===== config.mk =====
export PLATFORM = sky130hd
export DESIGN_NAME = psram_arbiter_flat
export DESIGN_NICKNAME = d
export VERILOG_FILES = /design/src/rtl/psram_arb_pkg.sv /design/src/rtl/psram_arbiter_if.sv /design/src/rtl/psram_arb_pick.sv /design/src/rtl/psram_arbiter.sv /design/src/flat_wrapper.sv
export SDC_FILE = /design/constraint.sdc
export NUM_CORES = 1
export LEC_CHECK = 0
export BUFFER_PORTS_ARGS = -buffer_cell sky130_fd_sc_hd__buf_2
export CORE_AREA = 5 5 77 133
export CTS_BUF_LIST = sky130_fd_sc_hd__clkbuf_16
export DETAILED_ROUTE_END_ITERATION = 12
export DIE_AREA = 0 0 82 138
export PLACE_DENSITY = 0.7
export SETUP_SLACK_MARGIN = 0.15
export SLEW_MARGIN = 20
export SYNTH_ARGS = -nofsm -noshare
export SYNTH_HDL_FRONTEND = slang
export SYNTH_SLANG_ARGS = --single-unit

===== constraint.sdc =====
create_clock -name m_clock -period 4.24 [get_ports m_clock]
set_input_delay 0.424 -clock m_clock [delete_from_list [all_inputs] [get_ports m_clock]]
set_output_delay 0.424 -clock m_clock [all_outputs]
set_load 0.02 [all_outputs]

===== src/rtl/psram_arb_pkg.sv =====
// Shared types and constants for the PSRAM port arbiter.
// Build option PSRAM_ARB_RR_EN selects round-robin instead of fixed priority.
package psram_arb_pkg;

  localparam int NPORT    = 3;
  localparam int PORT_SD  = 0;
  localparam int PORT_PPU = 1;
  localparam int PORT_CPU = 2;

  typedef enum logic [2:0] {
    ST_IDLE,
    ST_ISSUE,
    ST_WAIT_BUSY,
    ST_WAIT_DONE,
    ST_ACK
  } arb_state_t;

  function automatic logic [1:0] onehot_to_idx(input logic [NPORT-1:0] oh);
    logic [1:0] idx;
    idx = 2'd0;
    for (int i = 0; i < NPORT; i++) begin
      if (oh[i]) idx = 2'(i);
    end
    return idx;
  endfunction

endpackage


===== src/rtl/psram_arbiter_if.sv =====
// Requester and controller signals of one PSRAM arbiter instance.
// The arbiter takes the slave side; requesters plus controller form the master side.
interface psram_arbiter_if #(
  parameter int ADRS_W = 20,
  parameter int DATA_W = 16
);
  logic              req0, req1, req2;
  logic              we0, we1, we2;
  logic [ADRS_W-1:0] adrs0, adrs1, adrs2;
  logic [DATA_W-1:0] wdata0, wdata1, wdata2;
  logic              ack0, ack1, ack2;
  logic [DATA_W-1:0] rdata;
  logic              psram_read, psram_write;
  logic [ADRS_W-1:0] psram_adrs;
  logic [DATA_W-1:0] psram_din;
  logic [DATA_W-1:0] psram_dout;
  logic              psram_busy;

  modport master (
    output req0, req1, req2, we0, we1, we2,
    output adrs0, adrs1, adrs2, wdata0, wdata1, wdata2,
    output psram_dout, psram_busy,
    input  ack0, ack1, ack2, rdata,
    input  psram_read, psram_write, psram_adrs, psram_din
  );

  modport slave (
    input  req0, req1, req2, we0, we1, we2,
    input  adrs0, adrs1, adrs2, wdata0, wdata1, wdata2,
    input  psram_dout, psram_busy,
    output ack0, ack1, ack2, rdata,
    output psram_read, psram_write, psram_adrs, psram_din
  );
endinterface


===== src/rtl/psram_arb_pick.sv =====
// Combinational winner selection; one-hot grant plus valid.
// With PSRAM_ARB_RR_EN the search starts one past the last-granted port.
module psram_arb_pick
  import psram_arb_pkg::*;
(
  input  logic [NPORT-1:0] req,
`ifdef PSRAM_ARB_RR_EN
  input  logic [1:0]       ptr,
`endif
  output logic [NPORT-1:0] grant,
  output logic             valid
);

  always_comb begin
    grant = '0;
`ifdef PSRAM_ARB_RR_EN
    for (int k = 1; k <= NPORT; k++) begin
      int idx;
      idx = (int'(ptr) + k) % NPORT;
      if (grant == '0 && req[idx]) grant[idx] = 1'b1;
    end
`else
    // Scanning downwards lets the lowest index overwrite, so port0 wins ties.
    for (int i = NPORT - 1; i >= 0; i--) begin
      if (req[i]) grant = NPORT'(1) << i;
    end
`endif
    valid = |req;
  end

endmodule


===== src/rtl/psram_arbiter.sv =====
// Shares one PsramController port between SD loader, PPU and CPU requesters.
// Build option PSRAM_ARB_RR_EN enables round-robin arbitration.
module psram_arbiter
  import psram_arb_pkg::*;
#(
  parameter int ADRS_W    = 20,
  parameter int DATA_W    = 16,
  parameter int BUSY_WAIT = 3
)(
  input logic           m_clock,
  input logic           p_reset,
  psram_arbiter_if.slave bus
);

  arb_state_t        state;
  logic [1:0]        busy_cnt;
  logic [NPORT-1:0]  gnt_oh;
  logic              gnt_we;
  logic [NPORT-1:0]  ack_q;
  logic [DATA_W-1:0] rdata_q;
  logic              read_q, write_q;
  logic [ADRS_W-1:0] adrs_q;
  logic [DATA_W-1:0] din_q;

  logic [NPORT-1:0]  req_vec;
  logic [NPORT-1:0]  grant;
  logic              grant_valid;
  logic              we_sel;
  logic [ADRS_W-1:0] adrs_sel;
  logic [DATA_W-1:0] wdata_sel;

  assign req_vec[PORT_SD]  = bus.req0;
  assign req_vec[PORT_PPU] = bus.req1;
  assign req_vec[PORT_CPU] = bus.req2;

`ifdef PSRAM_ARB_RR_EN
  logic [1:0] rr_ptr;

  psram_arb_pick u_pick (
    .req   (req_vec),
    .ptr   (rr_ptr),
    .grant (grant),
    .valid (grant_valid)
  );
`else
  psram_arb_pick u_pick (
    .req   (req_vec),
    .grant (grant),
    .valid (grant_valid)
  );
`endif

  always_comb begin
    we_sel    = 1'b0;
    adrs_sel  = '0;
    wdata_sel = '0;
    if (grant[PORT_SD]) begin
      we_sel    = bus.we0;
      adrs_sel  = bus.adrs0;
      wdata_sel = bus.wdata0;
    end else if (grant[PORT_PPU]) begin
      we_sel    = bus.we1;
      adrs_sel  = bus.adrs1;
      wdata_sel = bus.wdata1;
    end else if (grant[PORT_CPU]) begin
      we_sel    = bus.we2;
      adrs_sel  = bus.adrs2;
      wdata_sel = bus.wdata2;
    end
  end

  // Command pulses are set on the IDLE->ISSUE transition so they coincide with ISSUE.
  always_ff @(posedge m_clock or posedge p_reset) begin
    if (p_reset) begin
      state    <= ST_IDLE;
      busy_cnt <= '0;
      gnt_oh   <= '0;
      gnt_we   <= 1'b0;
      ack_q    <= '0;
      rdata_q  <= '0;
      read_q   <= 1'b0;
      write_q  <= 1'b0;
      adrs_q   <= '0;
      din_q    <= '0;
`ifdef PSRAM_ARB_RR_EN
      rr_ptr   <= 2'd0;
`endif
    end else begin
      read_q  <= 1'b0;
      write_q <= 1'b0;
      ack_q   <= '0;
      case (state)
        ST_IDLE: begin
          if (grant_valid && !bus.psram_busy) begin
            gnt_oh  <= grant;
            gnt_we  <= we_sel;
            adrs_q  <= adrs_sel;
            din_q   <= wdata_sel;
            read_q  <= !we_sel;
            write_q <= we_sel;
`ifdef PSRAM_ARB_RR_EN
            rr_ptr  <= onehot_to_idx(grant);
`endif
            state   <= ST_ISSUE;
          end
        end
        ST_ISSUE: begin
          busy_cnt <= '0;
          state    <= ST_WAIT_BUSY;
        end
        ST_WAIT_BUSY: begin
          // A fast controller may finish before busy is ever seen; give up after BUSY_WAIT cycles.
          if (bus.psram_busy) begin
            state <= ST_WAIT_DONE;
          end else if (busy_cnt == 2'(BUSY_WAIT - 1)) begin
            state <= ST_WAIT_DONE;
          end else begin
            busy_cnt <= busy_cnt + 2'd1;
          end
        end
        ST_WAIT_DONE: begin
          if (!bus.psram_busy) begin
            if (!gnt_we) rdata_q <= bus.psram_dout;
            ack_q <= gnt_oh;
            state <= ST_ACK;
          end
        end
        ST_ACK: begin
          state <= ST_IDLE;
        end
        default: begin
          state <= ST_IDLE;
        end
      endcase
    end
  end

  assign bus.ack0        = ack_q[PORT_SD];
  assign bus.ack1        = ack_q[PORT_PPU];
  assign bus.ack2        = ack_q[PORT_CPU];
  assign bus.rdata       = rdata_q;
  assign bus.psram_read  = read_q;
  assign bus.psram_write = write_q;
  assign bus.psram_adrs  = adrs_q;
  assign bus.psram_din   = din_q;

endmodule


===== src/flat_wrapper.sv =====
// flat-port wrapper written by rule: the top's interface ports become plain ports
module psram_arbiter_flat import psram_arb_pkg::*;
#(
  parameter int ADRS_W    = 20,
  parameter int DATA_W    = 16,
  parameter int BUSY_WAIT = 3
)
  (m_clock, p_reset, bus_req0, bus_req1, bus_req2, bus_we0, bus_we1, bus_we2, bus_adrs0, bus_adrs1, bus_adrs2, bus_wdata0, bus_wdata1, bus_wdata2, bus_psram_dout, bus_psram_busy, bus_ack0, bus_ack1, bus_ack2, bus_rdata, bus_psram_read, bus_psram_write, bus_psram_adrs, bus_psram_din);
  psram_arbiter_if #(.ADRS_W(ADRS_W), .DATA_W(DATA_W)) bus_i ();
  input logic m_clock;
  input logic p_reset;
  input wire logic [$bits(bus_i.req0)-1:0] bus_req0;
  input wire logic [$bits(bus_i.req1)-1:0] bus_req1;
  input wire logic [$bits(bus_i.req2)-1:0] bus_req2;
  input wire logic [$bits(bus_i.we0)-1:0] bus_we0;
  input wire logic [$bits(bus_i.we1)-1:0] bus_we1;
  input wire logic [$bits(bus_i.we2)-1:0] bus_we2;
  input wire logic [$bits(bus_i.adrs0)-1:0] bus_adrs0;
  input wire logic [$bits(bus_i.adrs1)-1:0] bus_adrs1;
  input wire logic [$bits(bus_i.adrs2)-1:0] bus_adrs2;
  input wire logic [$bits(bus_i.wdata0)-1:0] bus_wdata0;
  input wire logic [$bits(bus_i.wdata1)-1:0] bus_wdata1;
  input wire logic [$bits(bus_i.wdata2)-1:0] bus_wdata2;
  input wire logic [$bits(bus_i.psram_dout)-1:0] bus_psram_dout;
  input wire logic [$bits(bus_i.psram_busy)-1:0] bus_psram_busy;
  output wire logic [$bits(bus_i.ack0)-1:0] bus_ack0;
  output wire logic [$bits(bus_i.ack1)-1:0] bus_ack1;
  output wire logic [$bits(bus_i.ack2)-1:0] bus_ack2;
  output wire logic [$bits(bus_i.rdata)-1:0] bus_rdata;
  output wire logic [$bits(bus_i.psram_read)-1:0] bus_psram_read;
  output wire logic [$bits(bus_i.psram_write)-1:0] bus_psram_write;
  output wire logic [$bits(bus_i.psram_adrs)-1:0] bus_psram_adrs;
  output wire logic [$bits(bus_i.psram_din)-1:0] bus_psram_din;
  assign bus_i.req0 = bus_req0;
  assign bus_i.req1 = bus_req1;
  assign bus_i.req2 = bus_req2;
  assign bus_i.we0 = bus_we0;
  assign bus_i.we1 = bus_we1;
  assign bus_i.we2 = bus_we2;
  assign bus_i.adrs0 = bus_adrs0;
  assign bus_i.adrs1 = bus_adrs1;
  assign bus_i.adrs2 = bus_adrs2;
  assign bus_i.wdata0 = bus_wdata0;
  assign bus_i.wdata1 = bus_wdata1;
  assign bus_i.wdata2 = bus_wdata2;
  assign bus_i.psram_dout = bus_psram_dout;
  assign bus_i.psram_busy = bus_psram_busy;
  assign bus_ack0 = bus_i.ack0;
  assign bus_ack1 = bus_i.ack1;
  assign bus_ack2 = bus_i.ack2;
  assign bus_rdata = bus_i.rdata;
  assign bus_psram_read = bus_i.psram_read;
  assign bus_psram_write = bus_i.psram_write;
  assign bus_psram_adrs = bus_i.psram_adrs;
  assign bus_psram_din = bus_i.psram_din;
  psram_arbiter #(.ADRS_W(ADRS_W), .DATA_W(DATA_W), .BUSY_WAIT(BUSY_WAIT)) u_core (.m_clock(m_clock), .p_reset(p_reset), .bus(bus_i));
endmodule

== Word level (Yosys, flattened, before mapping) ==
Index checks and enable logic that the tools add are counted.
Word-level totals
  ROM bits: 0
  input port bits: 133
  output and inout port bits: 57
  word-level logic and storage cells: 58
  RAM bits: 0
  latch bits: 0
  memories kept: 0
  register bits: 66
Operators by class
  div/mod/pow operators: 0
  $mul: 0
  add/subtract/negate cells: 1
  multiplexer cells: 26
  reduce and logical (&&, ||, !) cells: 10
  bitwise operators: 2
  $lt $le $gt $ge: 0
  shift operators: 0
  equality and inequality tests: 9
Operator list (count)
  20-bit two-way mux: 3
  16-bit two-way mux: 3
  3-bit two-way mux: 9
  3-bit case mux with 4 select lines: 1
  3-bit AND reduction: 3
  1-bit two-way mux: 7
  3-bit by 2-bit == test with 1-bit output, second input constant: 2
  2-bit inequality test, second input constant: 3
  2-bit two-way mux: 2
  2-bit case mux with 2 select lines: 1
  3-bit by 1-bit == test with 1-bit output, second input constant: 1
  3-bit zero test: 1
  3-bit by 2-bit inequality test with 1-bit output, second input constant: 1
  3-bit OR reduction: 1
  2-bit by 1-bit adder with 2-bit output, second input constant: 1
  2-bit == test, second input constant: 1
  1-bit zero test: 2
  2-bit by 1-bit inequality test with 1-bit output, second input constant: 1
  1-bit inverter: 2
  2-bit AND reduction: 1
  2-bit nonzero test: 1
  1-bit logical AND: 1

== Longest topological paths before layout ==
Gate-level depths: netlist of run 1.
  word-level depth: 9
  mapped depth: 5
  depth with buffers taken out: 5

== Hierarchy ==
From an unflattened synthesis of run 1, not the netlist that was laid out.
Second synthesis, totals
  cells, all modules: 297
  area total of the unflattened synthesis: 3303.2 um^2
Modules (own cells, without submodules)
  psram_arbiter: seq. area each 1651.6 um^2, area each 3275.6 um^2, cells an instance 293, instances 1
  psram_arb_pick: seq. area each 0.0 um^2, area each 27.5 um^2, cells an instance 4, instances 1

== Worst setup path before layout of run 1 ==
OpenSTA, ideal clock, no wires.
  kind: in2reg
  start: input port bus_psram_busy
  end: register u_core.rdata_q[0], in the netlist u_core.bus.rdata[0]
  stages on the path: 4
  data required time: 4.115 ns
  library setup time: 0.125 ns
  arrival time: 1.537 ns
  path buffers: 2
  path slack: 2.578 ns
  cell sequence: buf_2 -> nor4_4 -> buf_6 -> mux2_2
On the way
  word-level cells in the longest chain between the ends: 2
RTL lines
  from (decl): line flat_wrapper.sv:25  | input wire logic [$bits(bus_i.psram_busy)-1:0] bus_psram_busy;
  1-bit inverter (no source line)
  3-bit AND reduction (no source line)
  to (signal assigned): line psram_arbiter.sv:123  | if (!gnt_we) rdata_q <= bus.psram_dout;
  to (decl): line psram_arbiter.sv:20  | logic [DATA_W-1:0] rdata_q;
No other way between the ends.
A chain may end at the register's enable or synchronous reset.

== Worst setup path after layout of run 1 ==
  start: register u_core.state[2]
  end: register u_core.rdata_q[6], in the netlist u_core.bus.rdata[6]
On the way
  word-level cells in the longest chain between the ends: 2
RTL lines
  from (decl): line psram_arbiter.sv:15  | arb_state_t state;
  from (signal assigned): line psram_arbiter.sv:75  | state <= ST_IDLE;
  from (signal assigned): line psram_arbiter.sv:104  | state <= ST_ISSUE;
  from (signal assigned): line psram_arbiter.sv:109  | state <= ST_WAIT_BUSY;
  3-bit by 2-bit == test with 1-bit output: line psram_arbiter.sv:92  | case (state)
  3-bit AND reduction (no source line)
No other way between the ends.

==> results.toml, run 1 <==
[run_status]
outcome = "complete, no violations"

[drt]
drc = 0
antenna_left = 0
wire_per_inst_microns = 15.9
vias = 3160
dr.pass1.iters = 4
viasPerCell = 4.99
wirelength_microns = 10100
drt-initial-drc-count = 131

[grt]
grt_usage = 0.180
antenna_found_initial = 1
grt-ovfl-total = 0
grt_pass1_wl_microns = 15700
grt_max_degree = 53
grt_pass1_vias = 3304

[clocking]
post_cts_resize_count = 0
cts.clk_slew.worst_paths_ps = 60
clock_latency_ps = 330
ctsLongestPathBuffers = 2
cts_tree = "built"
postCtsSetupBuffers = 0
cts_buffers = 9
cts_sinks = 66
ctsRootBufferMaster = "clkbuf_16"
postCtsHoldBufs = 0
htreeDepth = 3

[final_layout]
synthToLayoutAreaGrowth_pct = 37.3
finalNetCount = 641
drive_above_1_share = 0.506

[logic_synthesis]
synthFlopType = "dfrtp_1"
yosysWarnings = 0
synthesis.area_sq_um = 3530
synth_edf_count = 0
ys_types = 25
async_flop_share = 1.00
syn_inst = 329
avgSynthCellArea_sq_um = 10.7
ys_seq_area_frac = 0.468
ys_seq_elements = 66
syn-num-nets = 463

[power]
p_sw_uw = 1140
powerDensity_nw_per_um2 = 644
internal-power_uw = 1980
leakagePower_uw = 0.00230
ir_worst_vdd_mv = 0.344
p_comb_frac = 0.393
p_seq_frac = 0.350
p_sw_frac = 0.366
pwr-share-clk = 0.256

[placed_design]
place.gp.congestion = 0.747
io_buffers = 189
hpwl_microns = 7750

[setup_path]
arrival_ps = 2220
start_kind = "register"
critPathMaxFanout = 16
critPathKind = "reg -> reg"
r2r-start = "u_core.state[2]"
r2r_cells = 2
reg2reg_to = "u_core.bus.rdata[6]"
end_kind = "register"
cp.required_ps = 4450
reg2reg_slack_ps = 2230

[timing]
final.setup.tns_ps = 0
rsz0062_at_grt = "false"
maxSlewViolCount = 0
period_needed_ps = 2010
finalCritPeriodShare = 0.474
slew_headroom = 0.308
hold_slack_ps = 267
max_freq_mhz = 498
fin_skew_ps = 7.44
hold_viol = 0
setup_viol = 0
worst_pin_slew_ps = 1030

[floorplan]
start_util = 0.393
dieArea_sq_um = 11300
coreArea_sq_um = 8980
die_w_microns = 82
fp.dieH_microns = 138
fp-row-count = 46
ioPinCount = 190

[job]
max_cap_violations = 0

[hold_path]
hp-class = "in -> async"
logic make-up (layout without fill, tap and decap cells):
group	count (synthesis)	in the layout	synth area share
and+or+nand+nor	94	94	0.186
adders and majority gates	1	1	0.00355
AOI/OAI and AO/OA	81	81	0.119
DFF	66	66	0.468
other	0	1	0
buffers and inverters	31	214	0.0450
muxes	56	56	0.178
worst max-delay path, stage by stage, from the launching register on:
cell and delay (ps):
dfrtp_1 500, nor4_4 950, mux2_2 430
synth_stat cells (3+ instances only):
| cell type | number | area, sq um |
|---|---|---|
| buf_2 | 4 | 20.0 |
| a21oi_1 | 74 | 370 |
| dfrtp_1 | 66 | 1650 |
| mux2_1 | 10 | 113 |
| o21ai_0 | 3 | 15.0 |
| nor2b_1 | 38 | 238 |
| buf_6 | 5 | 56.3 |
| mux2_2 | 45 | 507 |
| clkbuf_1 | 16 | 60.1 |
| nor3_1 | 4 | 20.0 |
| nand3b_1 | 37 | 278 |
| inv_1 | 4 | 15.0 |
| a22o_1 | 3 | 26.3 |
| and2_1 | 4 | 25.0 |
stage by stage:
stage	worst slack, ps	cells	instance area [sq um]	power (uW)	utilization
global route	2120	633	4850	3300	0.540
finish	2230	633	4850	3120	0.540
detailed placement	1900	616	4520	2350	0.503
global placement	1980	616	4520	2300	0.503
CTS	2230	632	4840	3170	0.539
floorplan	2160	329	3530	1890	-
worst max path at each step:
stage | cells after the start | slack, ps | end | startpoint
after floorplan | 1 | 2160 | u_core.ack_q[0] | p_reset
after global routing | 5 | 2120 | u_core.bus.psram_din[8] | bus_req2
after detailed placement | 5 | 1900 | u_core.bus.psram_din[0] | bus_req2
after global placement | 5 | 1980 | u_core.bus.psram_adrs[13] | bus_req2
final | 2 | 2230 | u_core.bus.rdata[6] | u_core.state[2]
after CTS | 2 | 2230 | u_core.bus.rdata[6] | u_core.state[2]
final cells by class:
cell class	count	area [sq um]
fill	831	4130
multi-input combinational	232	1720
sequential	66	1650
timing repair buffer	194	983
clock buffer	9	225
tap	120	150
clock inverter	7	100
inverter	4	15.0
antenna	1	2.50
registers in the layout, summed over array words and instances (netlist names):
register and cells:
u_core.bus.psram_read 1, u_core.state 3, u_core.ack_q 3, u_core.gnt_we 1, u_core.bus.psram_write 1, u_core.bus.psram_adrs 20, u_core.gnt_oh 3, u_core.busy_cnt 2
u_core.bus.rdata 16, u_core.bus.psram_din 16
power groups by stage:
stage / registers (uW) / clock network, uW / logic, uW
4_1_cts: 1100 / 826 / 1250
5_1_grt: 1130 / 848 / 1310
3_3_place_gp: 1100 / 0 / 1210
3_5_place_dp: 1100 / 0 / 1250
2_1_floorplan: 1400 / 0 / 490
6_report: 1090 / 800 / 1230
metal layers:
| layer | up-vias | global-route usage | part of all wire |
|---|---|---|---|
| met5 | - | 0 | 0 |
| met4 | 0 | 0.110 | 0.044 |
| met3 | 29 | 0.0345 | 0.072 |
| met2 | 125 | 0.314 | 0.53 |
| met1 | 1481 | 0.191 | 0.35 |
| li1 | 1525 | - | - |
cell usage in the layout (no fill, tap or decap):
master,count
mux2i_1,1
inv_6,2
o21bai_1,1
or4_1,2
nor4b_4,1
nor3_1,4
o21ai_0,3
clkinv_2,1
buf_2,189
diode_2,1
nor2b_1,38
mux2_1,10
dfrtp_1,66
nor3b_1,2
mux2_2,45
nand3b_1,37
a22o_1,3
clkbuf_16,9
bufinv_16,2
a21oi_1,74
ha_1,1
nor2_1,2
nand2_2,1
inv_1,3
nor4_4,1
and2_1,4
nand2_1,2
buf_4,5
inv_2,1
clkinv_4,2
No activity file was read; power rests on OpenSTA's default activity.
==> run 2: changes to the inputs <==
--- a/config.mk
+++ b/config.mk
@@ -10,7 +10,7 @@
 export CTS_BUF_LIST = sky130_fd_sc_hd__clkbuf_16
 export DETAILED_ROUTE_END_ITERATION = 12
 export DIE_AREA = 0 0 82 138
-export PLACE_DENSITY = 0.7
+export PLACE_DENSITY = 0.72
 export SETUP_SLACK_MARGIN = 0.15
 export SLEW_MARGIN = 20
 export SYNTH_ARGS = -nofsm -noshare
==> constraint.sdc (replaced) <==
create_clock -name m_clock -period 1.7 [get_ports m_clock]
set_input_delay 0.17 -clock m_clock [delete_from_list [all_inputs] [get_ports m_clock]]
set_output_delay 0.17 -clock m_clock [all_outputs]
set_load 0.02 [all_outputs]
==> results.toml, run 2 (same netlist as run 1, synthesis figures left out) <==
[setup_path]
start_kind = "register"
reg2reg_to = "u_core.bus.psram_din[14]"
r2r-start = "u_core.state[1]"
critPathKind = "reg -> reg"
cp.required_ps = 1910
critPathLaunch = "u_core.state[1]"
reg2reg_slack_ps = 170
end_kind = "register"
r2r_cells = 5
cp-endpoint = "u_core.bus.psram_din[14]"
arrival_ps = 1730
critPathMaxFanout = 13

[final_layout]
finalNetCount = 651
synthToLayoutAreaGrowth_pct = 42.0
largest_register_ffs = 20
fillers = 845
final_common_cell = "buf_2"
final_cell_mix = "buf_2 (189), a21oi_1 (74), dfrtp_1 (65)"
antennaDiodeCount = 0
fin_util = 0.558
drive_above_1_share = 0.518

[floorplan]
coreArea_sq_um = 8980
dieArea_sq_um = 11300
fp-row-count = 46
fp.dieH_microns = 138
ioPinCount = 190
start_util = 0.393
die_w_microns = 82

[grt]
grt_pass1_vias = 3314
grt-ovfl-total = 0
grt_pass1_wl_microns = 15500
grt_usage = 0.177
antenna_found_initial = 0
grt_max_degree = 78

[drt]
wirelength_microns = 9950
antenna_left = 0
vias = 3238
dr.pass1.iters = 4
drc = 0
viasPerCell = 5.05
wire_per_inst_microns = 15.5
drt-initial-drc-count = 82

[power]
ir_worst_vdd_mv = 0.729
powerDensity_nw_per_um2 = 1560
leakagePower_uw = 0.00239

[placed_design]
place.gp.congestion = 0.709
io_buffers = 189
hpwl_microns = 7280
post-place-ws_ps = 94.6

[clocking]
clock_latency_ps = 320
ctsLongestPathBuffers = 2
cts_buffers = 9
htreeDepth = 3
cts_sinks = 66
cts_tree = "built"
ctsRootBufferMaster = "clkbuf_16"
cts.clk_slew.worst_paths_ps = 50

[hold_path]
hp-class = "in -> reg"
holdPathStages = 2

[timing]
slew_headroom = 0.553
period_needed_ps = 1530
hold_slack_ps = 80.1
rsz0062_at_grt = "true"
setup_viol = 0
maxSlewViolCount = 0
hold_viol = 0
finalCritPeriodShare = 0.897
max_freq_mhz = 656
final.setup.tns_ps = 0
setup_slack_ps = 175
worst_pin_slew_ps = 671
fin_skew_ps = 5.76

[run_status]
outcome = "complete, no violations"

[job]
max_cap_violations = 0
run 2: layer usage:
layer / share of wire / GRT usage / vias up / wire length [microns]
li1: - / - / 1537 / -
met1: 0.38 / 0.203 / 1529 / 3830
met2: 0.50 / 0.294 / 145 / 5010
met3: 0.080 / 0.0520 / 27 / 797
met4: 0.032 / 0.0832 / 0 / 316
met5: 0 / 0 / - / 0
run 2: worst min-delay path by stage:
stage | start | end | slack, ps
5_1_grt | bus_psram_dout[14] | u_core.bus.rdata[14] | 70
3_5_place_dp | p_reset | u_core.bus.rdata[3] | 290
3_3_place_gp | p_reset | u_core.bus.rdata[3] | 280
6_report | bus_psram_dout[0] | u_core.bus.rdata[0] | 80
2_1_floorplan | p_reset | u_core.ack_q[0] | 310
4_1_cts | bus_psram_dout[14] | u_core.bus.rdata[14] | 70
run 2: report_power, final:
group | total, uW | internal (uW) | switching, uW
Clock | 1710 | 1100 | 612
Combinational | 3400 | 1590 | 1810
Sequential | 2690 | 2320 | 375
Total | 7810 | 5010 | 2790
run 2: metrics by stage:
stage | instances | area, sq um | power, uW
6_report | 641 | 5010 | 7810
5_1_grt | 641 | 5010 | 8270
4_1_cts | 640 | 4970 | 7840
3_5_place_dp | 622 | 4670 | 6070
3_3_place_gp | 622 | 4670 | 5940
2_1_floorplan | 329 | 3590 | 4880
run 2: worst max-delay path: stages, from the launching register on:
cell and delay [ps]:
dfrtp_1 390, nor2_2 130, nor4b_4 210, buf_6 170, clkbuf_16 190, mux2_1 320
run 2: area by class of cell:
type / count / area, sq um / area share
multi-input combinational: 232 / 1770 / 0.354
sequential: 66 / 1650 / 0.330
timing repair buffer: 204 / 1140 / 0.228
clock buffer: 9 / 225 / 0.0450
tap: 120 / 150 / 0.0300
clock inverter: 6 / 50.0 / 0.00999
inverter: 4 / 18.8 / 0.00375
run 2: repair_timing:
action | 4_1_cts | 5_1_grt
setup endpoints to repair | 26 | 33
resized for setup | 2 | 6
cloned | 1 | 1
setup buffers | 1 | 0
hold endpoints to repair | 66 | 0
hold buffers | 1 | 0
==> run 3: changes to the inputs <==
--- a/config.mk
+++ b/config.mk
@@ -5,12 +5,13 @@
 export SDC_FILE = /design/constraint.sdc
 export NUM_CORES = 1
 export LEC_CHECK = 0
-export BUFFER_PORTS_ARGS = -buffer_cell sky130_fd_sc_hd__buf_2
+export BUFFER_PORTS_ARGS = -buffer_cell sky130_fd_sc_hd__clkbuf_2
 export CORE_AREA = 5 5 77 133
 export CTS_BUF_LIST = sky130_fd_sc_hd__clkbuf_16
 export DETAILED_ROUTE_END_ITERATION = 12
 export DIE_AREA = 0 0 82 138
 export PLACE_DENSITY = 0.72
+export REMOVE_ABC_BUFFERS = 1
 export SETUP_SLACK_MARGIN = 0.15
 export SLEW_MARGIN = 20
 export SYNTH_ARGS = -nofsm -noshare
==> results.toml, run 3 (same netlist as run 1, synthesis figures left out) <==
[placed_design]
hpwl_microns = 7690
place.gp.congestion = 0.840
dpl_cell_area_sq_um = 4610
io_buffers = 189
post-place-ws_ps = 120

[timing]
max_freq_mhz = 644
setup_slack_ps = 147
fin_skew_ps = 3.58
rsz0062_at_grt = "true"
hold_viol = 0
finalCritPeriodShare = 0.913
worst_pin_slew_ps = 550
final.setup.tns_ps = 0
setup_viol = 0
period_needed_ps = 1550
maxSlewViolCount = 0
slew_headroom = 0.630

[grt]
grt_pass1_wl_microns = 16100
grt_pass1_vias = 3420
grt_max_degree = 78
grt_usage = 0.187
grt-ovfl-total = 0
antenna_found_initial = 0

[power]
internal-power_uw = 5340
p_sw_frac = 0.351
powerDensity_nw_per_um2 = 1620
p_comb_frac = 0.419
p_sw_uw = 2890
pwr-share-clk = 0.250
leakagePower_uw = 0.00246
p_seq_frac = 0.331
power.total_uw = 8230
ir_worst_vdd_mv = 0.792

[hold_path]
hp-class = "in -> reg"
hold-path-endpoint = "u_core.bus.rdata[14]"
holdPathStages = 2
hp-start = "bus_psram_dout[14]"

[setup_path]
end_kind = "register"
r2r-start = "u_core.state[0]"
r2r_cells = 5
start_kind = "register"
reg2reg_slack_ps = 150
critPathMaxFanout = 12
critPathKind = "reg -> reg"
cp.required_ps = 1910
arrival_ps = 1760
reg2reg_to = "u_core.gnt_oh[2]"

[drt]
dr.pass1.iters = 4
vias = 3186
drc = 0
antenna_left = 0
viasPerCell = 4.95
drt-initial-drc-count = 96
wire_per_inst_microns = 16.2
wirelength_microns = 10400

[floorplan]
fp.dieH_microns = 138
ioPinCount = 190
dieArea_sq_um = 11300
die_w_microns = 82
coreArea_sq_um = 8980
start_util = 0.393
fp-row-count = 46

[final_layout]
largest_register_ffs = 20
antennaDiodeCount = 0
drive_above_1_share = 0.530
final_cell_mix = "clkbuf_2 (189), a21oi_1 (74), dfrtp_1 (65)"
fin_util = 0.566
finalNetCount = 652
synthToLayoutAreaGrowth_pct = 44.0
design_area_sq_um = 5080
final_common_cell = "clkbuf_2"

[clocking]
htreeDepth = 3
cts.clk_slew.worst_paths_ps = 50
ctsRootBufferMaster = "clkbuf_16"
ctsLongestPathBuffers = 2
cts_sinks = 66
cts_buffers = 9
clock_latency_ps = 330
cts_tree = "built"

[job]
max_cap_violations = 0

[run_status]
outcome = "complete, no violations"
run 3: worst max path at each step:
| stage | from | endpoint | slack [ps] | cells after the start |
|---|---|---|---|---|
| floorplan | u_core.state[0] | u_core.bus.psram_adrs[0] | -810 | 3 |
| global placement | bus_req0 | u_core.bus.psram_adrs[19] | 150 | 5 |
| detailed placement | u_core.state[2] | u_core.gnt_oh[2] | 120 | 3 |
| CTS | u_core.state[2] | u_core.gnt_oh[2] | 130 | 4 |
| global route | u_core.state[0] | u_core.gnt_oh[2] | 70 | 5 |
| finish | u_core.state[0] | u_core.gnt_oh[2] | 150 | 5 |
run 3: repair_timing:
action | in CTS | in global routing
endpoints found under the setup margin | 40 | 45
endpoints found under the hold margin | 16 | 0
hold buffers | 1 | 0
gates resized for setup | 3 | 19
gates cloned | 2 | 0
buffers inserted | 2 | 0
run 3: layer usage:
metal | track usage | vias up | wire [microns]
li1 | - | 1545 | -
met5 | 0 | - | 0
met3 | 0.0384 | 37 | 546
met1 | 0.183 | 1488 | 3670
met2 | 0.341 | 116 | 5700
met4 | 0.111 | 0 | 485
run 3: power groups by stage:
| stage | Clock, uW | Sequential (uW) | Combinational [uW] |
|---|---|---|---|
| after floorplan | 0 | 3510 | 1100 |
| after global placement | 0 | 2700 | 3140 |
| after detailed placement | 0 | 2720 | 3240 |
| after CTS | 2100 | 2710 | 3330 |
| after global routing | 2170 | 2820 | 3690 |
| final | 2060 | 2720 | 3440 |
run 3: worst max-delay path, cell delays in order (launching register included):
cell and delay (ps):
dfrtp_1 390, nor2_2 140, nor4b_4 230, buf_4 180, buf_6 160, mux2_2 350
run 3: final cells by class:
type	count	area (sq um)
Clock buffer	9	225
Clock inverter	7	109
Fill cell	828	3900
Inverter	4	15.0
Multi-Input combinational cell	232	1770
Sequential cell	66	1650
Tap cell	120	150
Timing Repair Buffer	205	1150
run 3: through the flow:
stage | instances | hold WS (ps)
2_1_floorplan | 302 | 263
3_3_place_gp | 622 | 143
3_5_place_dp | 622 | 154
4_1_cts | 643 | 61.1
5_1_grt | 643 | 70.3
6_report | 643 | 71.2
